==> src/rtl/gpc_accum.sv <==
// Frame accumulator for gpc6_3 counts: sums beats until FRAME_LEN or in_last, then holds one result.
// Optional macro GPC_ACCUM_SAT_EN: saturate the sum on overflow instead of wrapping.
module gpc_accum #(
  parameter int FRAME_LEN = 16,
  parameter int SUM_W     = 8
) (
  input  logic             clk,
  input  logic             rst,
  input  logic [2:0]       in_cnt,
  input  logic             in_valid,
  input  logic             in_last,
  output logic             in_ready,
  output logic [SUM_W-1:0] out_sum,
  output logic [7:0]       out_beats,
  output logic             out_ovf,
  output logic             out_valid,
  input  logic             out_ready
);

  typedef enum logic {ACCUM, DONE} state_t;

  typedef struct packed {
    logic [SUM_W-1:0] sum;
    logic [7:0]       beats;
    logic             ovf;
  } res_t;

  state_t     state, state_nxt;
  res_t       res, res_nxt;
  logic [2:0] cnt_c;
  logic [SUM_W:0] add;
  logic       take;

  always_ff @(posedge clk) begin
    if (rst) begin
      state <= ACCUM;
      res   <= '0;
    end else begin
      state <= state_nxt;
      res   <= res_nxt;
    end
  end

  always_comb begin
    state_nxt = state;
    res_nxt   = res;
    // 7 is not a legal gpc6_3 count; treat it as the maximum legal value
    cnt_c     = (in_cnt == 3'd7) ? 3'd6 : in_cnt;
    add       = {1'b0, res.sum} + {{(SUM_W-2){1'b0}}, cnt_c};
    take      = in_valid && (state == ACCUM);
    case (state)
      ACCUM: begin
        if (take) begin
          res_nxt.beats = res.beats + 8'd1;
          res_nxt.ovf   = res.ovf | add[SUM_W];
`ifdef GPC_ACCUM_SAT_EN
          res_nxt.sum   = add[SUM_W] ? '1 : add[SUM_W-1:0];
`else
          res_nxt.sum   = add[SUM_W-1:0];
`endif
          if (in_last || (res_nxt.beats == 8'(FRAME_LEN)))
            state_nxt = DONE;
        end
      end
      DONE: begin
        if (out_ready) begin
          state_nxt = ACCUM;
          res_nxt   = '0;
        end
      end
      default: state_nxt = ACCUM;
    endcase
  end

  // in_ready stays high while rst is asserted; the reset branch still drops the beat
  assign in_ready  = (state == ACCUM) || rst;
  assign out_valid = (state == DONE);
  assign out_sum   = out_valid ? res.sum   : '0;
  assign out_beats = out_valid ? res.beats : 8'd0;
  assign out_ovf   = out_valid ? res.ovf   : 1'b0;

endmodule
==> config.mk <==
export PLATFORM = sky130hd
export DESIGN_NAME = gpc_accum
export DESIGN_NICKNAME = d
export VERILOG_FILES = /design/src/rtl/gpc_accum.sv
export SDC_FILE = /design/constraint.sdc
export NUM_CORES = 1
export LEC_CHECK = 0
export BUFFER_PORTS_ARGS = -buffer_cell sky130_fd_sc_hd__buf_2
export CORE_MARGIN = 4
export CORE_UTILIZATION = 50
export DETAILED_ROUTE_END_ITERATION = 6
export PLACE_DENSITY = 0.72
export SYNTH_ARGS = -nofsm -noshare
export SYNTH_HDL_FRONTEND = slang
export SYNTH_SLANG_ARGS = --single-unit
==> constraint.sdc <==
create_clock -name clk -period 3.5 [get_ports clk]
set_clock_uncertainty 0.1 [all_clocks]
set_input_delay 0.35 -clock clk [delete_from_list [all_inputs] [get_ports clk]]
set_output_delay 0.35 -clock clk [all_outputs]
set_load 0.01 [all_outputs]
==> qor_table.md, run 1 <==
| Step | Metric | This run |
| --- | --- | --- |
| run status | Outcome | complete, no violations |
| global route | Met3 track utilization from global routing | 2.72% |
| logic synthesis | Warnings, synthesis | 0 |
| cts | Clock input transition at the sequential cells of the worst setup and hold paths | 0.10 ns |
| layout | Count of inserted antenna diode cells | 0 |
| die | Chip height | 54.4 µm |
| layout | Area added between synthesis and finish | 14.5% |
| die | Floorplan die width | 54.4 µm |
| global route | Number of global-route vias before repair | 890 |
| logic synthesis | Main flop type after synthesis | dfxtp_1 |
| detailed routing | Via Count | 995 |
| placed design | Gpl congestion | 0.857 |
| sta | Max-slew headroom at the worst pin | 53.0% |
| layout | Layout cells sized above 1 | 22.3% |
| global route | GRT busiest layer | met2 |
| run | Number of max-capacitance violations reported | 0 |
| logic synthesis | Post-synthesis sequential element count | 18 |
| sta | Crit share post-route | 57.0% |
| layout | Layout Utilization | 61.6% |
| global route | First-pass GRT wire length | 3.96 mm |
| logic synthesis | Most frequently used cell type in the post-synthesis netlist | dfxtp_1 |
| worst hold path | Worst Hold Launch | in_last |
| logic synthesis | Number of enable-type register cells in the synthesized netlist | 0 |
| cts | Number of post-CTS setup repair buffers | 0 |
| cts | Number of H-tree levels | 1 |
| worst setup path | Maximum fanout along the worst path | 27 |
| power and ir drop | Maximum vdd drop | 0.183 mV |
| detailed routing | Via/cell ratio | 5.69 |
| sta | Number of endpoints with negative hold slack in the final report | 0 |
| worst setup path | Endpoint required time on the critical path | 3.63 ns |
| placed design | DP Area | 1210 µm² |
| worst hold path | Hold worst-path end | out_valid |
| layout | Post-route design area | 1230 µm² |
| detailed routing | Post-route DRC | 0 |
| sta | Min Tclk post-route | 2.00 ns |
| worst hold path | Worst hold path stage count | 3 |
| global route | Met2 global-route usage | 31.3% |
| power and ir drop | Final total power | 0.000379 W |
| cts | Cell chosen for the clock root | clkbuf_4 |
| logic synthesis | Area share of the leading cell type in the synthesized netlist | 33.4% |
| cts | CTS Hold Bufs | 0 |
| sta | Max Transition Viols Final | 0 |
| detailed routing | Wirelength, routed | 2.41 mm |
| sta | RSZ-0062 raised after global routing | no |
| die | Top-level port count | 27 |
| cts | Clk sink count | 18 |
| worst setup path | Crit path launch type | flop |
| global route | Global-route track usage on met1 | 22.8% |
| cts | CTS Buffer Depth | 2 |
| layout | Fin nets | 163 |
| die | Core footprint | 2000 µm² |
| power and ir drop | Switching power as a share of total power | 27.7% |
| power and ir drop | Internal power | 0.000274 W |
| power and ir drop | Clock power frac | 27.4% |
| die | Initial core utilization | 53.8% |
| logic synthesis | Net Count, Synth | 138 |
| power and ir drop | Leakage | 0.528 nW |
| logic synthesis | Cell accounting for the most synthesized area | dfxtp_1 |
| placed design | Port-buffer cells | 26 |
| sta | Final hold slack | 0.271 ns |
| sta | Max Clk Rate | 501 MHz |
| global route | Pin count of the biggest net entering global routing | 28 |
| worst hold path | Worst min-delay path category | in2reg |
| worst setup path | Critical path type | reg2reg |
| detailed routing | Number of detailed-routing iterations run before antenna repair | 4 |
| logic synthesis | List of most frequent post-synthesis cells | dfxtp_1, and2_1 |
| detailed routing | Number of DRC markers in iteration 0 | 20 |
| global route | Number of antenna violations at the first check in global routing | 0 |
| logic synthesis | Post-Syn Area per Cell | 8.62 µm² |
| worst setup path | Type of destination of the critical path | flop |
| global route | Global router's overall resource usage | 18.1% |
| cts | Post-CTS Resized | 0 |
| sta | Least-Margin Pin Slew | 0.685 ns |
| logic synthesis | Count of unique library cells instantiated by Yosys | 38 |
| sta | Number of setup violations in the final report | 0 |
| placed design | Hpwl dp | 1.81 mm |
| logic synthesis | Cell count after synthesis | 125 |
| logic synthesis | Portion of the post-synthesis area used by sequential elements | 33.4% |
| die | Standard-cell row count | 16 |
| cts | Clock tree from TritonCTS | done |
| worst setup path | FF-to-FF Start | out_valid |
| worst setup path | Worst r2r dst | res[3] |
| detailed routing | Antenna Nets Post-Route | 0 |
| worst setup path | Register-to-register setup slack | 1.50 ns |
| sta | Setup TNS | 0 ns |
| global route | Overflow left after global routing | 0 |
| power and ir drop | Power per Cell Area | 307 nW/µm² |
| die | Die area | 2960 µm² |
| power and ir drop | Power share of the combinational group | 14.5% |
| power and ir drop | Net switching power | 0.000105 W |
| logic synthesis | Leading cell types by total area after synthesis | dfxtp_1, and2_1, mux2i_1, ha_1, a21oi_1 |
| logic synthesis | Synthesized cell area | 1080 µm² |
| logic synthesis | Proportion of synthesized flip-flops having asynchronous set or reset | 0% |
| worst setup path | Critical path data arrival time | 2.13 ns |
| detailed routing | Detailed-route wire length per cell | 13.8 µm |
| cts | Number of buffers added by the clock tree synthesis step | 3 |
| power and ir drop | Sequential Power Share | 58.1% |
| worst setup path | Number of cells traversed by the worst register-to-register path | 3 |
| cts | Clock latency on the worst-skew pair | 0.29 ns |
power groups by stage:
| stage | logic [W] | registers [W] | clock network [W] |
|---|---|---|---|
| detailed placement | 0.0000553 | 0.000225 | 0 |
| floorplan | 0.0000426 | 0.000221 | 0 |
| CTS | 0.0000555 | 0.000220 | 0.000107 |
| global route | 0.0000620 | 0.000222 | 0.000112 |
| global placement | 0.0000531 | 0.000224 | 0 |
| finish | 0.0000551 | 0.000220 | 0.000104 |
final cells by class:
type                            count  area [µm²]
Sequential cell                    18         360
Clock buffer                        3        22.5
Inverter                            1        3.75
Timing Repair Buffer               26         130
Fill cell                         198         768
Multi-Input combinational cell    100         683
Tap cell                           27        33.8
flip-flops by register name, summed over array words and instances, names as in the netlist:
name,cells
res,17
out_valid,1
how the worst max path moves through the flow:
stage                   start      end  slack (ns)  depth (start not counted)
global placement    in_cnt[1]  res[15]        1.52                          7
CTS                 out_valid   res[3]        1.47                          3
finish              out_valid   res[3]        1.50                          3
floorplan           in_cnt[0]   res[0]        1.74                          6
global route        out_valid   res[3]        1.35                          3
detailed placement  in_cnt[1]  res[15]        1.48                          7
through the flow:
| step | std cells | worst slack, ns |
|---|---|---|
| after floorplan | 125 | 1.74 |
| after global placement | 172 | 1.52 |
| after detailed placement | 172 | 1.48 |
| after CTS | 175 | 1.47 |
| after global routing | 175 | 1.35 |
| final | 175 | 1.50 |
critical path: stages, from the launching register on:
cell and delay, ns:
dfxtp_1 0.79, mux2i_1 0.68, o21ai_0 0.21, a21oi_1 0.15
layer usage:
layer	vias to the layer above	share of wire [%]	wire length, µm
met3	4	4.9	119
met2	27	49	1190
met5	-	0	0
met4	0	1.1	26
met1	464	45	1070
li1	500	-	-
cells by family after synthesis:
family	after synthesis	synth area share, %
buffers and inverters	7	3.14
AO/OA/AOI/OAI	23	14.3
multiplexers	8	7.43
XOR/XNOR	1	0.813
AND/OR/NAND/NOR	63	34.4
flip-flops	18	33.4
adder cells (fa/ha/maj)	5	6.50
layout by cell type, fill, tap and decap left out, types with 2 or more instances in the layout:
cell type	instances
or4_1	2
nor3b_1	2
clkbuf_4	3
nand2_1	8
dfxtp_1	18
nor2_1	8
buf_2	26
nand2b_1	2
mux2i_1	8
o211ai_1	3
nor2b_1	3
nor4_1	2
and2_1	17
or2_2	3
nand4_1	3
a21oi_1	8
a22oi_1	4
ha_1	4
or3_1	3
nand3_1	2
a211oi_1	2
No activity file was read; power rests on OpenSTA's default activity.
==> run 2: changes to the inputs <==
CORE_UTILIZATION = 46   (was 50)
PLACE_DENSITY = 0.69   (was 0.72)
clock period = 1.6 ns   (was 3.5 ns; I/O delays follow)
==> run 2 against run 1 <==
Against the previous run:
- sequential power rose by 120%
- sequential share of layout area down 3.3 points
- fmax rose by 26%
- routed wire length is 14% higher
- total power increased by 150%
- critical path type unchanged
- utilization increased by 2.7 points
- die area rose by 7.4%
- cell area grew 15%
- combinational power grew to 3.1 times the previous value
==> qor_table.md, run 2 (synthesis gave the netlist of run 1 again) <==
| Step | Metric | This run | vs previous |
| --- | --- | --- | --- |
| power and ir drop | Switching power as a share of total power | 27.5% | was 27.7% |
| power and ir drop | Sequential Power Share | 51.1% | was 58.1% |
| die | Chip height | 56.4 µm | was 54.4 µm |
| sta | Number of setup violations in the final report | 0 | unchanged |
| cts | Clock tree from TritonCTS | done | unchanged |
| global route | Global router's overall resource usage | 17.3% | was 18.1% |
| sta | RSZ-0062 raised after global routing | yes | was no |
| power and ir drop | Maximum vdd drop | 0.628 mV | was 0.183 mV |
| power and ir drop | Power share of the combinational group | 18.3% | was 14.5% |
| worst setup path | Worst r2r dst | res[11] | was res[3] |
| power and ir drop | Clock power frac | 30.6% | was 27.4% |
| global route | First-pass GRT wire length | 4.42 mm | was 3.96 mm |
| run status | Outcome | complete, no violations | unchanged |
| worst setup path | Crit path launch type | flop | unchanged |
| power and ir drop | Power per Cell Area | 661 nW/µm² | was 307 nW/µm² |
| sta | Least-Margin Pin Slew | 0.571 ns | was 0.685 ns |
| placed design | Gpl congestion | 0.768 | was 0.857 |
| run | Number of max-capacitance violations reported | 0 | unchanged |
| detailed routing | Via/cell ratio | 5.46 | was 5.69 |
| layout | Commonest non-fill, non-tap cell in the layout | buf_2 | unchanged |
| layout | Number of non-filler instances in the completed layout | 191 | was 175 |
| sta | Min Tclk post-route | 1.59 ns | was 2.00 ns |
| worst setup path | Register-to-register setup slack | 0.01 ns | was 1.50 ns |
| worst setup path | FF-to-FF Start | res[9] | was out_valid |
| placed design | Hpwl dp | 1.94 mm | was 1.81 mm |
| cts | CTS Buffer Depth | 2 | unchanged |
| layout | Count of inserted antenna diode cells | 0 | unchanged |
| cts | Number of H-tree levels | 1 | unchanged |
| layout | Most frequent cells in the layout | buf_2, and2_1, buf_4, dfxtp_1 | was buf_2, dfxtp_1, and2_1 |
| layout | Area added between synthesis and finish | 32.2% | was 14.5% |
| layout | Number of flip-flops under the largest register name | 17 | unchanged |
| placed design | Port-buffer cells | 26 | unchanged |
| sta | Max Clk Rate | 629 MHz | was 501 MHz |
| worst hold path | Hold worst-path end | out_valid | unchanged |
| worst setup path | Type of destination of the critical path | flop | unchanged |
| sta | Max-slew headroom at the worst pin | 62.0% | was 53.0% |
| detailed routing | Detailed-route wire length per cell | 14.3 µm | was 13.8 µm |
| worst hold path | Worst min-delay path category | in2reg | unchanged |
| die | Initial core utilization | 48.7% | was 53.8% |
| die | Die area | 3180 µm² | was 2960 µm² |
| worst setup path | Critical path data arrival time | 1.69 ns | was 2.13 ns |
| cts | Clk sink count | 18 | unchanged |
| detailed routing | Antenna Nets Post-Route | 0 | unchanged |
| detailed routing | Via Count | 1042 | was 995 |
| die | Standard-cell row count | 17 | was 16 |
| detailed routing | Number of detailed-routing iterations run before antenna repair | 4 | unchanged |
| global route | Number of global-route vias before repair | 977 | was 890 |
| power and ir drop | Net switching power | 0.000259 W | was 0.000105 W |
| layout | Top register by number of flip-flops | res | unchanged |
| worst setup path | Endpoint required time on the critical path | 1.70 ns | was 3.63 ns |
| global route | Overflow left after global routing | 0 | unchanged |
| die | Top-level port count | 27 | unchanged |
| worst hold path | Worst Hold Launch | in_last | unchanged |
| detailed routing | Post-route DRC | 0 | unchanged |
| global route | Number of antenna violations at the first check in global routing | 0 | unchanged |
| die | Core footprint | 2210 µm² | was 2000 µm² |
| power and ir drop | Final total power | 0.000942 W | was 0.000379 W |
| power and ir drop | Internal power | 0.000682 W | was 0.000274 W |
| detailed routing | Wirelength, routed | 2.73 mm | was 2.41 mm |
| sta | Crit share post-route | 99.4% | was 57.0% |
| layout | Fin nets | 177 | was 163 |
| layout | Layout cells sized above 1 | 36.8% | was 22.3% |
| cts | Clock input transition at the sequential cells of the worst setup and hold paths | 0.11 ns | was 0.10 ns |
| cts | Cell chosen for the clock root | clkbuf_4 | unchanged |
| worst setup path | Maximum fanout along the worst path | 2 | was 27 |
| global route | Pin count of the biggest net entering global routing | 14 | was 28 |
| worst hold path | Worst hold path stage count | 3 | unchanged |
| cts | Number of buffers added by the clock tree synthesis step | 3 | unchanged |
| die | Floorplan die width | 56.4 µm | was 54.4 µm |
| power and ir drop | Leakage | 0.605 nW | was 0.528 nW |
| sta | Max Transition Viols Final | 0 | unchanged |
| sta | Number of endpoints with negative hold slack in the final report | 0 | unchanged |
| worst setup path | Critical path type | reg2reg | unchanged |
| worst setup path | Number of cells traversed by the worst register-to-register path | 6 | was 3 |
| cts | Clock latency on the worst-skew pair | 0.30 ns | was 0.29 ns |
| detailed routing | Number of DRC markers in iteration 0 | 15 | was 20 |
| placed design | Count of placed standard cells including taps | 185 | was 172 |
[run 2: cell count changes in the layout (fill, tap and decap cells not counted), sizes merged]
cell | previous run | this run
buf | 26 | 40
clkbuf | 3 | 4
[run 2: cell type report]
type,instances,area [µm²]
fillers,206,788
multi-input cells,100,741
flip-flops and latches,18,369
repair buffers,40,239
clock buffers,4,36.3
well taps,28,35.0
inverters,1,3.75
[run 2: power groups by stage]
stage               combinational [W]  clock [W]  sequential (W)
finish                       0.000172   0.000289        0.000481
global route                 0.000192   0.000318        0.000484
CTS                          0.000158   0.000298        0.000479
detailed placement           0.000152          0        0.000487
global placement             0.000150          0        0.000487
floorplan                   0.0000955          0        0.000483
[run 2: how the worst max path moves through the flow]
stage	depth (start not counted)	startpoint	end
3_5_place_dp	7	in_cnt[2]	res[15]
2_1_floorplan	5	res[9]	res[0]
3_3_place_gp	7	in_cnt[0]	res[0]
5_1_grt	6	res[9]	res[11]
6_report	6	res[9]	res[11]
4_1_cts	6	res[9]	res[11]
[run 2: critical path: stages, from the launching register on]
cell     delay, ns
dfxtp_2       0.35
ha_4          0.16
fa_2          0.37
buf_6         0.13
xor2_1        0.15
a22oi_1       0.17
nor2_1        0.07
[run 2: repair_timing]
item	in CTS	in global routing
pin swaps	4	7
setup endpoints to repair	3	23
resized for setup	5	10
setup buffers	1	1
hold buffers	0	0
[run 2: layer usage]
layer / vias up / part of all wire, % / global-route usage (%) / wire length, µm
met5: - / 0 / 0 / 0
met4: 0 / 1.1 / 6.10 / 30
met3: 4 / 3.3 / 3.68 / 90
met2: 16 / 51 / 28.7 / 1380
met1: 493 / 45 / 22.0 / 1230
li1: 529 / - / - / -
[run 2: metrics by stage]
step	instance area (µm²)	hold slack (ns)	setup TNS, ns	util [%]	worst slack [ns]
finish	1420	0.0509	0	64.4	0.0104
CTS	1370	0.0504	-0.000618	61.8	-0.000618
floorplan	1080	0.240	0	-	0.0204
detailed placement	1310	0.356	-0.401	59.0	-0.134
global route	1420	0.0793	-0.0657	64.4	-0.0502
global placement	1310	0.345	-0.215	59.0	-0.0966
